==> src/rtl/pyramid_pkg.sv <==
// -----------------------------------------------------------------------------
// pyramid_pkg
//   Constants and types shared by the pyramid vertex sequencer and its
//   interface: the coordinate width, the default screen offsets and the
//   sequencer state encoding.
// -----------------------------------------------------------------------------
package pyramid_pkg;

  localparam int CW          = 10;   // coordinate width (signed 2D/3D, screen)
  localparam int SHIFT_X_DEF = 320;  // default screen X offset
  localparam int SHIFT_Y_DEF = 340;  // default screen Y offset

  typedef enum logic [1:0] {
    IDLE  = 2'd0,
    REQ   = 2'd1,
    WRITE = 2'd2,
    DONE  = 2'd3
  } state_e;

endpackage

==> src/rtl/pyramid_seq_if.sv <==
// -----------------------------------------------------------------------------
// pyramid_seq_if
//   Bundles the frame control, transform-unit handshake and vertex-store write
//   signals of pyramid_seq.
//   Modports:
//     slave  - the sequencer: takes start_t, xf_ack and transform results,
//              drives busy/done/overrun, xf_req/xf_idx, wr_* and wb_*.
//     master - the surrounding logic: the mirror image of slave.
//   Parameter NUM_V must match the NUM_V of the connected pyramid_seq.
// -----------------------------------------------------------------------------
interface pyramid_seq_if #(
  parameter int NUM_V = 5
);
  import pyramid_pkg::*;

  localparam int IW = $clog2(NUM_V);

  // frame control
  logic                 start_t;
  logic                 busy;
  logic                 done;
  logic                 overrun;
  // transform unit handshake
  logic                 xf_req;
  logic                 xf_ack;
  logic [IW-1:0]        xf_idx;
  logic signed [CW-1:0] xf_x2d;
  logic signed [CW-1:0] xf_y2d;
  logic signed [CW-1:0] xf_x3d;
  logic signed [CW-1:0] xf_y3d;
  // 2D vertex store write
  logic                 wr_en;
  logic [IW-1:0]        wr_idx;
  logic [CW-1:0]        wr_x;
  logic [CW-1:0]        wr_y;
  // 3D vertex store write-back (same address as wr_idx)
  logic                 wb_en;
  logic [CW-1:0]        wb_x;
  logic [CW-1:0]        wb_y;

  modport slave (
    input  start_t, xf_ack, xf_x2d, xf_y2d, xf_x3d, xf_y3d,
    output busy, done, overrun, xf_req, xf_idx,
           wr_en, wr_idx, wr_x, wr_y, wb_en, wb_x, wb_y
  );

  modport master (
    output start_t, xf_ack, xf_x2d, xf_y2d, xf_x3d, xf_y3d,
    input  busy, done, overrun, xf_req, xf_idx,
           wr_en, wr_idx, wr_x, wr_y, wb_en, wb_x, wb_y
  );

endinterface

==> src/rtl/pyramid_seq.sv <==
// -----------------------------------------------------------------------------
// pyramid_seq
//   Walks the NUM_V vertices of a pyramid once per start_t pulse. For each
//   vertex it requests a rotate/isometric transform from an external shared
//   unit, then writes the projected point, shifted into screen space, to the
//   2D vertex store. A frame takes 2*NUM_V+1 cycles when every ack is
//   immediate.
//
//   Ports:
//     clk    - single clock, rising edge
//     rst_n  - asynchronous active-low reset; clears FSM, index and outputs
//     bus    - pyramid_seq_if.slave (start/busy/done/overrun, xf_* handshake,
//              wr_* 2D store write, wb_* 3D store write-back)
//
//   Build option:
//     SEQ_WRITEBACK_EN - when defined, the WRITE cycle also writes the rotated
//                        3D coordinates back (wb_en/wb_x/wb_y), so rotation
//                        accumulates frame over frame. Otherwise wb_* are 0.
//
//   state | meaning
//   ------+---------------------------------------------------------------
//   IDLE  | waiting for start_t
//   REQ   | xf_req high for vertex idx, waiting for xf_ack
//   WRITE | one-cycle store write of vertex idx
//   DONE  | one-cycle done pulse; start_t here begins a new frame directly
// -----------------------------------------------------------------------------
module pyramid_seq
  import pyramid_pkg::*;
#(
  parameter int NUM_V   = 5,
  parameter int SHIFT_X = SHIFT_X_DEF,
  parameter int SHIFT_Y = SHIFT_Y_DEF
) (
  input  logic          clk,
  input  logic          rst_n,
  pyramid_seq_if.slave  bus
);

  localparam int            IW       = $clog2(NUM_V);
  localparam logic [IW-1:0] LAST_IDX = IW'(NUM_V - 1);
  // Offsets reduced to the coordinate width: the add wraps modulo 2^CW.
  localparam logic [CW-1:0] SX       = CW'(SHIFT_X);
  localparam logic [CW-1:0] SY       = CW'(SHIFT_Y);

  state_e        state_q, state_d;
  logic [IW-1:0] idx_q, idx_d;

  logic          busy_q, busy_d;
  logic          done_q, done_d;
  logic          overrun_q, overrun_d;
  logic          xf_req_q, xf_req_d;
  logic [IW-1:0] xf_idx_q, xf_idx_d;
  logic          wr_en_q, wr_en_d;
  logic [IW-1:0] wr_idx_q, wr_idx_d;
  logic [CW-1:0] wr_x_q, wr_x_d;
  logic [CW-1:0] wr_y_q, wr_y_d;

`ifdef SEQ_WRITEBACK_EN
  logic          wb_en_q, wb_en_d;
  logic [CW-1:0] wb_x_q, wb_x_d;
  logic [CW-1:0] wb_y_q, wb_y_d;
`endif

  always_comb begin
    state_d = state_q;
    idx_d   = idx_q;

    unique case (state_q)
      IDLE: begin
        if (bus.start_t) begin
          state_d = REQ;
          idx_d   = '0;
        end
      end
      REQ: begin
        if (bus.xf_ack) begin
          state_d = WRITE;
        end
      end
      WRITE: begin
        if (idx_q == LAST_IDX) begin
          state_d = DONE;
        end else begin
          state_d = REQ;
          idx_d   = idx_q + IW'(1);
        end
      end
      DONE: begin
        if (bus.start_t) begin
          state_d = REQ;
          idx_d   = '0;
        end else begin
          state_d = IDLE;
        end
      end
      default: begin
        state_d = IDLE;
        idx_d   = '0;
      end
    endcase

    // Outputs are decoded from the next state so they come straight off
    // flops; xf_req therefore has no combinational path from xf_ack.
    busy_d    = (state_d == REQ) || (state_d == WRITE);
    done_d    = (state_d == DONE);
    xf_req_d  = (state_d == REQ);
    xf_idx_d  = (state_d == REQ) ? idx_d : '0;
    overrun_d = overrun_q | (bus.start_t & busy_q);

    // Entering WRITE only happens on the ack cycle, so this registers the
    // transform result exactly once per vertex and holds it for the write.
    wr_en_d   = (state_d == WRITE);
    wr_idx_d  = (state_d == WRITE) ? idx_q : '0;
    wr_x_d    = (state_d == WRITE) ? (bus.xf_x2d + SX) : '0;
    wr_y_d    = (state_d == WRITE) ? (bus.xf_y2d + SY) : '0;

`ifdef SEQ_WRITEBACK_EN
    wb_en_d   = (state_d == WRITE);
    wb_x_d    = (state_d == WRITE) ? bus.xf_x3d : '0;
    wb_y_d    = (state_d == WRITE) ? bus.xf_y3d : '0;
`endif
  end

  always_ff @(posedge clk or negedge rst_n) begin
    if (!rst_n) begin
      state_q   <= IDLE;
      idx_q     <= '0;
      busy_q    <= 1'b0;
      done_q    <= 1'b0;
      overrun_q <= 1'b0;
      xf_req_q  <= 1'b0;
      xf_idx_q  <= '0;
      wr_en_q   <= 1'b0;
      wr_idx_q  <= '0;
      wr_x_q    <= '0;
      wr_y_q    <= '0;
`ifdef SEQ_WRITEBACK_EN
      wb_en_q   <= 1'b0;
      wb_x_q    <= '0;
      wb_y_q    <= '0;
`endif
    end else begin
      state_q   <= state_d;
      idx_q     <= idx_d;
      busy_q    <= busy_d;
      done_q    <= done_d;
      overrun_q <= overrun_d;
      xf_req_q  <= xf_req_d;
      xf_idx_q  <= xf_idx_d;
      wr_en_q   <= wr_en_d;
      wr_idx_q  <= wr_idx_d;
      wr_x_q    <= wr_x_d;
      wr_y_q    <= wr_y_d;
`ifdef SEQ_WRITEBACK_EN
      wb_en_q   <= wb_en_d;
      wb_x_q    <= wb_x_d;
      wb_y_q    <= wb_y_d;
`endif
    end
  end

  assign bus.busy    = busy_q;
  assign bus.done    = done_q;
  assign bus.overrun = overrun_q;
  assign bus.xf_req  = xf_req_q;
  assign bus.xf_idx  = xf_idx_q;
  assign bus.wr_en   = wr_en_q;
  assign bus.wr_idx  = wr_idx_q;
  assign bus.wr_x    = wr_x_q;
  assign bus.wr_y    = wr_y_q;

`ifdef SEQ_WRITEBACK_EN
  assign bus.wb_en   = wb_en_q;
  assign bus.wb_x    = wb_x_q;
  assign bus.wb_y    = wb_y_q;
`else
  // No 3D capture: the rotated coordinates are not needed in this build.
  logic unused_xf_3d;
  assign unused_xf_3d = ^{bus.xf_x3d, bus.xf_y3d};
  assign bus.wb_en   = 1'b0;
  assign bus.wb_x    = '0;
  assign bus.wb_y    = '0;
`endif

endmodule

==> src/flat_wrapper.sv <==
// flat-port wrapper written by rule: the top's interface ports become plain ports
module pyramid_seq_flat import pyramid_pkg::*;
#(
  parameter int NUM_V   = 5,
  parameter int SHIFT_X = SHIFT_X_DEF,
  parameter int SHIFT_Y = SHIFT_Y_DEF
)
  (clk, rst_n, bus_start_t, bus_xf_ack, bus_xf_x2d, bus_xf_y2d, bus_xf_x3d, bus_xf_y3d, bus_busy, bus_done, bus_overrun, bus_xf_req, bus_xf_idx, bus_wr_en, bus_wr_idx, bus_wr_x, bus_wr_y, bus_wb_en, bus_wb_x, bus_wb_y);
  pyramid_seq_if #(.NUM_V(NUM_V)) bus_i ();
  input  logic clk;
  input  logic rst_n;
  input wire logic [$bits(bus_i.start_t)-1:0] bus_start_t;
  input wire logic [$bits(bus_i.xf_ack)-1:0] bus_xf_ack;
  input wire logic [$bits(bus_i.xf_x2d)-1:0] bus_xf_x2d;
  input wire logic [$bits(bus_i.xf_y2d)-1:0] bus_xf_y2d;
  input wire logic [$bits(bus_i.xf_x3d)-1:0] bus_xf_x3d;
  input wire logic [$bits(bus_i.xf_y3d)-1:0] bus_xf_y3d;
  output wire logic [$bits(bus_i.busy)-1:0] bus_busy;
  output wire logic [$bits(bus_i.done)-1:0] bus_done;
  output wire logic [$bits(bus_i.overrun)-1:0] bus_overrun;
  output wire logic [$bits(bus_i.xf_req)-1:0] bus_xf_req;
  output wire logic [$bits(bus_i.xf_idx)-1:0] bus_xf_idx;
  output wire logic [$bits(bus_i.wr_en)-1:0] bus_wr_en;
  output wire logic [$bits(bus_i.wr_idx)-1:0] bus_wr_idx;
  output wire logic [$bits(bus_i.wr_x)-1:0] bus_wr_x;
  output wire logic [$bits(bus_i.wr_y)-1:0] bus_wr_y;
  output wire logic [$bits(bus_i.wb_en)-1:0] bus_wb_en;
  output wire logic [$bits(bus_i.wb_x)-1:0] bus_wb_x;
  output wire logic [$bits(bus_i.wb_y)-1:0] bus_wb_y;
  assign bus_i.start_t = bus_start_t;
  assign bus_i.xf_ack = bus_xf_ack;
  assign bus_i.xf_x2d = bus_xf_x2d;
  assign bus_i.xf_y2d = bus_xf_y2d;
  assign bus_i.xf_x3d = bus_xf_x3d;
  assign bus_i.xf_y3d = bus_xf_y3d;
  assign bus_busy = bus_i.busy;
  assign bus_done = bus_i.done;
  assign bus_overrun = bus_i.overrun;
  assign bus_xf_req = bus_i.xf_req;
  assign bus_xf_idx = bus_i.xf_idx;
  assign bus_wr_en = bus_i.wr_en;
  assign bus_wr_idx = bus_i.wr_idx;
  assign bus_wr_x = bus_i.wr_x;
  assign bus_wr_y = bus_i.wr_y;
  assign bus_wb_en = bus_i.wb_en;
  assign bus_wb_x = bus_i.wb_x;
  assign bus_wb_y = bus_i.wb_y;
  pyramid_seq #(.NUM_V(NUM_V), .SHIFT_X(SHIFT_X), .SHIFT_Y(SHIFT_Y)) u_core (.clk(clk), .rst_n(rst_n), .bus(bus_i));
endmodule
==> config.mk <==
export PLATFORM = sky130hd
export DESIGN_NAME = pyramid_seq_flat
export DESIGN_NICKNAME = d
export VERILOG_FILES = /design/src/rtl/pyramid_pkg.sv /design/src/rtl/pyramid_seq_if.sv /design/src/rtl/pyramid_seq.sv /design/src/flat_wrapper.sv
export SDC_FILE = /design/constraint.sdc
export NUM_CORES = 1
export LEC_CHECK = 0
export BUFFER_PORTS_ARGS = -buffer_cell sky130_fd_sc_hd__buf_2
export CAP_MARGIN = 10
export CORE_MARGIN = 5
export CORE_UTILIZATION = 44
export DETAILED_ROUTE_END_ITERATION = 12
export GPL_TIMING_DRIVEN = 0
export PLACE_DENSITY = 0.8
export RECOVER_POWER = 50
export SETUP_SLACK_MARGIN = 0.2
export SYNTH_ARGS = -nofsm -noshare
export SYNTH_HDL_FRONTEND = slang
export SYNTH_SLANG_ARGS = --single-unit
==> constraint.sdc <==
create_clock -name clk -period 2.5 [get_ports clk]
set_input_delay 0.25 -clock clk [delete_from_list [all_inputs] [get_ports clk]]
set_output_delay 0.25 -clock clk [all_outputs]
set_load 0.01 [all_outputs]
# Yosys cells after proc, flatten, opt, wreduce, memory -nomap -nowiden
# Cells that the tools add are included.
# totals
ram_bits,0
input_bits,44
n_memories,0
ff_bits,36
romBits,0
out_inout_bits,52
latch_bits,0
word_cells,38
# op_classes
n_lt_le_gt_ge,0
reduce_logical,3
add_sub_neg,3
n_bitwise,2
n_div,0
multipliers,0
muxes,12
eq_ne,7
shifts,0
# op_table
op,count
$add A10 B9 Y10 const B,2
$mux W10,2
$mux W3,4
$eq A2 B2 Y1 const B,4
$pmux W2 S4,1
$mux W2,3
$pmux W3 S2,1
$eq A2 B1 Y1 const B,2
$add A3 B1 Y3 const B,1
$eq A3 B3 Y1 const B,1
$logic_not A2 Y1,1
$reduce_or A2 Y1,1
$and A1 B1 Y1,1
$logic_or A1 B1 Y1,1
$mux W1,1
$or A1 B1 Y1,1

# Longest topological paths before layout
# depth
word_depth,5
ltp_mapped,9
ltp_nobuf,8

# Worst setup path before layout
# OpenSTA, ideal clock, no wires.
# synth_timing
path_kind,register -> register
from,register u_core.idx_q[0]
to,register u_core.wr_idx_q[0] (netlist: u_core.bus.wr_idx[0])
setup_slack_ns,0.630
stages_incl_launch_ff,8
setup_ns,0.119
synth_period_minus_slack_ns,1.870
required_time_ns,2.381
n_path_buf,1
arrival_ns,1.751
cell_sequence,dfrtp_1 inv_1 ha_1 and3_2 o311a_1 ha_1 clkbuf_1 and2_1
# synth_via
elab_chain_cells,5
# synth_rtl
element,line,text
"start, declared",pyramid_seq.sv:46,"logic [IW-1:0] idx_q, idx_d;"
"start signal, assigned",pyramid_seq.sv:144,idx_q <= idx_d;
$eq A3 B3 Y1,pyramid_seq.sv:81,if (idx_q == LAST_IDX) begin
$mux W2,pyramid_seq.sv:81,
$pmux W2 S4,pyramid_seq.sv:68,unique case (state_q)
via u_core.state_d[1],pyramid_seq.sv:45,"state_e state_q, state_d;"
$eq A2 B2 Y1,pyramid_seq.sv:113,wr_idx_d = (state_d == WRITE) ? idx_q : '0;
$mux W3,pyramid_seq.sv:113,
via u_core.wr_idx_d[0],pyramid_seq.sv:54,"logic [IW-1:0] wr_idx_q, wr_idx_d;"
"end signal, assigned",pyramid_seq.sv:151,wr_idx_q <= wr_idx_d;
"end, declared",pyramid_seq.sv:54,
# The timed path passes the listed nets, and every way through them passes these cells.

# Final worst setup path
# layout_timing
from,register u_core.state_q[0]
to,register u_core.wr_x_q[3] (netlist: u_core.bus.wr_x[3])
# layout_via
elab_chain_cells,4
word_cells_on_any_way,9
cone_classes,eq/ne (4); mux (4); reduce/logical (1)
# layout_rtl
element,line,text
"start, declared",pyramid_seq.sv:45,
"start signal, assigned",pyramid_seq.sv:143,state_q <= state_d;
$eq A2 B2 Y1 (tied with other cells),pyramid_seq.sv:68,
$pmux W2 S4 (*),pyramid_seq.sv:68,
via u_core.state_d[1],pyramid_seq.sv:45,
$eq A2 B2 Y1 (*),pyramid_seq.sv:114,wr_x_d = (state_d == WRITE) ? (bus.xf_x2d + SX) : '0;
$mux W10 (*),pyramid_seq.sv:114,
via u_core.wr_x_d[3],pyramid_seq.sv:55,"logic [CW-1:0] wr_x_q, wr_x_d;"
"end signal, assigned",pyramid_seq.sv:152,wr_x_q <= wr_x_d;
"end, declared",pyramid_seq.sv:55,
# Mark *: on every way through the listed nets, which the timed path passes. The rest lies on a longest branch.

==> impl_metrics.tcl <==
set metrics [dict create \
    status "complete, but fails checks" \
    violations "capacitance limit, slew limit" \
    synth_cell_types 31 \
    grt_max_degree 37 \
    multiInputGateArea_sq_um 693 \
    fin_util 0.592 \
    io_pins 96 \
    dp_cells 270 \
    worst_slack_ps 425 \
    avgViaCountPerCell 4.34 \
    p_per_area_nw_per_um2 932 \
    antenna_left 0 \
    fillCellCount 323 \
    period_minus_slack_ps 2070 \
    dpl.hpwl_um 2520 \
    fin_nets 286 \
    grt_pass1_wl_um 5350 \
    clock_path_buffers 2 \
    avgSynthCellArea_sq_um 11.5 \
    end_kind "flop" \
    cap_violations 1 \
    drc 0 \
    synth_area_sq_um 1700 \
    dieWidth_um 72.2 \
    fmax_ghz 0.482 \
    htree_levels 2 \
    via_count 1206 \
    grtUsageTotal 0.133 \
    power_mw 2.05 \
    drive_above_1_share 0.326 \
    critPathRequiredTime_ps 2710 \
    relSlewSlack -0.253 \
    cts_buffers 5 \
    peakVddDrop_mv 0.528 \
    start_kind "flop" \
    yosysWarnings 0 \
    gr-total-overflow 0 \
    insertion_delay_ps 280 \
    drt-total-wl_um 3270 \
    hp-class "in -> reg" \
    ff2ff_path_depth 8 \
    hold_viol_final 0 \
    worst_slew_pin_slew_ps 1880 \
    rows 22 \
    first_pass_iters 4 \
    dp_worst_setup_slack_ps 231 \
    insertedDiodeCount 0 \
    cts_tree "built" \
    seqCellArea_sq_um 901 \
    wl_met1_um 1500 \
    wl_per_cell_um 11.8 \
    fin_skew_ps 7.95 \
    path_class "reg -> reg" \
    dieArea_sq_um 5210 \
    ys_seq_elements 36 \
    rsz0062_at_grt "no" \
    die_h_um 72.2 \
    start_util 0.458 \
    wl_met2_um 1350 \
    io_buffers 54 \
    layout.cells.non_filler 278 \
    gp_congestion 0.872 \
    finalSetupViolCount 0 \
    top_layer "met4" \
    cp_max_fo 10 \
    period_share 0.830 \
    clk_pin_slew_ps 70 \
    syn_inst 148 \
    p_leak_nw 1.21 \
    crit_arrival_ps 2290 \
    root_buffer "clkbuf_8" \
    routed-wl-met3_um 370 \
    drv_slew 37 \
    core_sq_um 3720 \
    yosysSeqAreaShare 0.529 \
    setup-tns-final_ps 0 \
    initialDrtViolationCount 58 \
    clkSinkCount 36 \
    grt_antenna_before_repair 0 \
    hold_depth 2 \
    grt_pass1_vias 1189 \
    area_growth_pct 29.3 \
]
[where the power goes]
| group | switching (mW) | internal, mW |
|---|---|---|
| Sequential | 0.0756 | 0.743 |
| Clock | 0.182 | 0.245 |
| Combinational | 0.455 | 0.350 |
| Total | 0.712 | 1.34 |
[cells in the mapped netlist (all sizes together)]
master	n	area (sq um)
or2b	1	7.51
or2	1	6.26
o21ai	7	35.0
nand2b	3	18.8
and2	18	113
a31oi	1	6.26
ha	12	150
dfrtp	36	901
xnor2	4	35.0
a21o	2	15.0
nor2	1	3.75
buf	21	158
o311ai	1	8.76
conb	1	3.75
o21bai	2	26.3
mux2i	2	20.0
nand2	6	22.5
o311a	1	10.0
nor2b	4	25.0
and3	4	26.3
a211oi	3	27.5
a21oi	6	30.0
inv	6	22.5
o21a	1	7.51
clkbuf	2	7.51
a22o	1	10.0
nand3	1	5.00
[worst max-delay path: stages (launching register included)]
cell and delay (ps):
dfrtp_1 420, inv_1 100, ha_2 230, a31oi_1 90, o21ai_1 180, o311a_1 260
ha_2 250, clkbuf_1 280, and2_1 180
[per-stage QoR]
step                      hold WS [ps]  area (sq um)
final                              163          2200
after global routing               158          2200
after CTS                         68.7          2200
after detailed placement           373          2110
after global placement             365          2110
after floorplan                  -45.6          1780
[cell type report]
cell class,count,area share
buffer,23,0.0767
multi-input combinational,103,0.315
timing repair buffer,55,0.118
sequential,36,0.409
inverter,6,0.0102
tap,48,0.0273
clock buffer,7,0.0438
[cell usage in the layout (no fill, tap or decap), drive strengths merged]
cell type / n
o21bai: 2
a21o: 2
nand3: 1
and2: 18
nor2b: 4
and3: 4
a211oi: 3
o21ai: 7
inv: 6
buf: 61
nand2: 6
a21oi: 6
nand2b: 3
a31oi: 1
conb: 21
ha: 12
or2: 1
dfrtp: 36
o311a: 1
o311ai: 1
xnor2: 4
nor2: 1
or2b: 1
o21a: 1
mux2i: 2
clkbuf: 24
a22o: 1
[sequential cells by signal, indices dropped and copies added (netlist names)]
name                flops
u_core.bus.wr_x        10
u_core.bus.xf_idx       3
u_core.bus.wr_y        10
u_core.bus.xf_req       1
u_core.bus.wr_idx       3
u_core.state_q          2
u_core.idx_q            3
u_core.bus.wr_en        1
u_core.bus.overrun      1
u_core.bus.done         1
u_core.bus.busy         1
[kinds of logic (layout without fill, tap and decap cells)]
| family | after synthesis | count (layout) | share of synthesized area |
|---|---|---|---|
| other | 1 | 21 | 0.00220 |
| AOI/OAI and AO/OA | 25 | 25 | 0.104 |
| adders and majority gates | 12 | 12 | 0.0882 |
| buffers and inverters | 29 | 91 | 0.110 |
| muxes | 2 | 2 | 0.0118 |
| xor gates and xnor gates | 4 | 4 | 0.0206 |
| and+or+nand+nor | 39 | 39 | 0.134 |
| DFF | 36 | 36 | 0.529 |
[per-layer routing]
metal	up-vias	track usage
li1	610	-
met1	530	0.180
met2	61	0.192
met3	5	0.0429
met4	0	0.0626
met5	-	0
[path summary, 6_finish.rpt]
kind                                              start  slack (ps)                           end
max                         u_core.state_q[0]$_DFF_PN0_         430  u_core.bus.wr_x[3]$_DFF_PN0_
min                                       bus_xf_x2d[6]         160  u_core.bus.wr_x[6]$_DFF_PN0_
max reg2reg                 u_core.state_q[0]$_DFF_PN0_         430  u_core.bus.wr_x[3]$_DFF_PN0_
min reg2reg                u_core.bus.overrun$_DFF_PN0_         490  u_core.bus.overrun$_DFF_PN0_
max in group asynchronous                         rst_n         930  u_core.bus.wr_x[5]$_DFF_PN0_
min in group asynchronous                         rst_n         480     u_core.bus.done$_DFF_PN0_
[what timing repair did]
| item | 4_1_cts | 5_1_grt |
|---|---|---|
| hold buffers | 0 | 0 |
| pin swaps | 0 | 1 |
| resized for setup | 1 | 4 |
| setup endpoints to repair | 1 | 13 |
| setup buffers | 0 | 1 |
No activity file was read; power rests on OpenSTA's default activity.
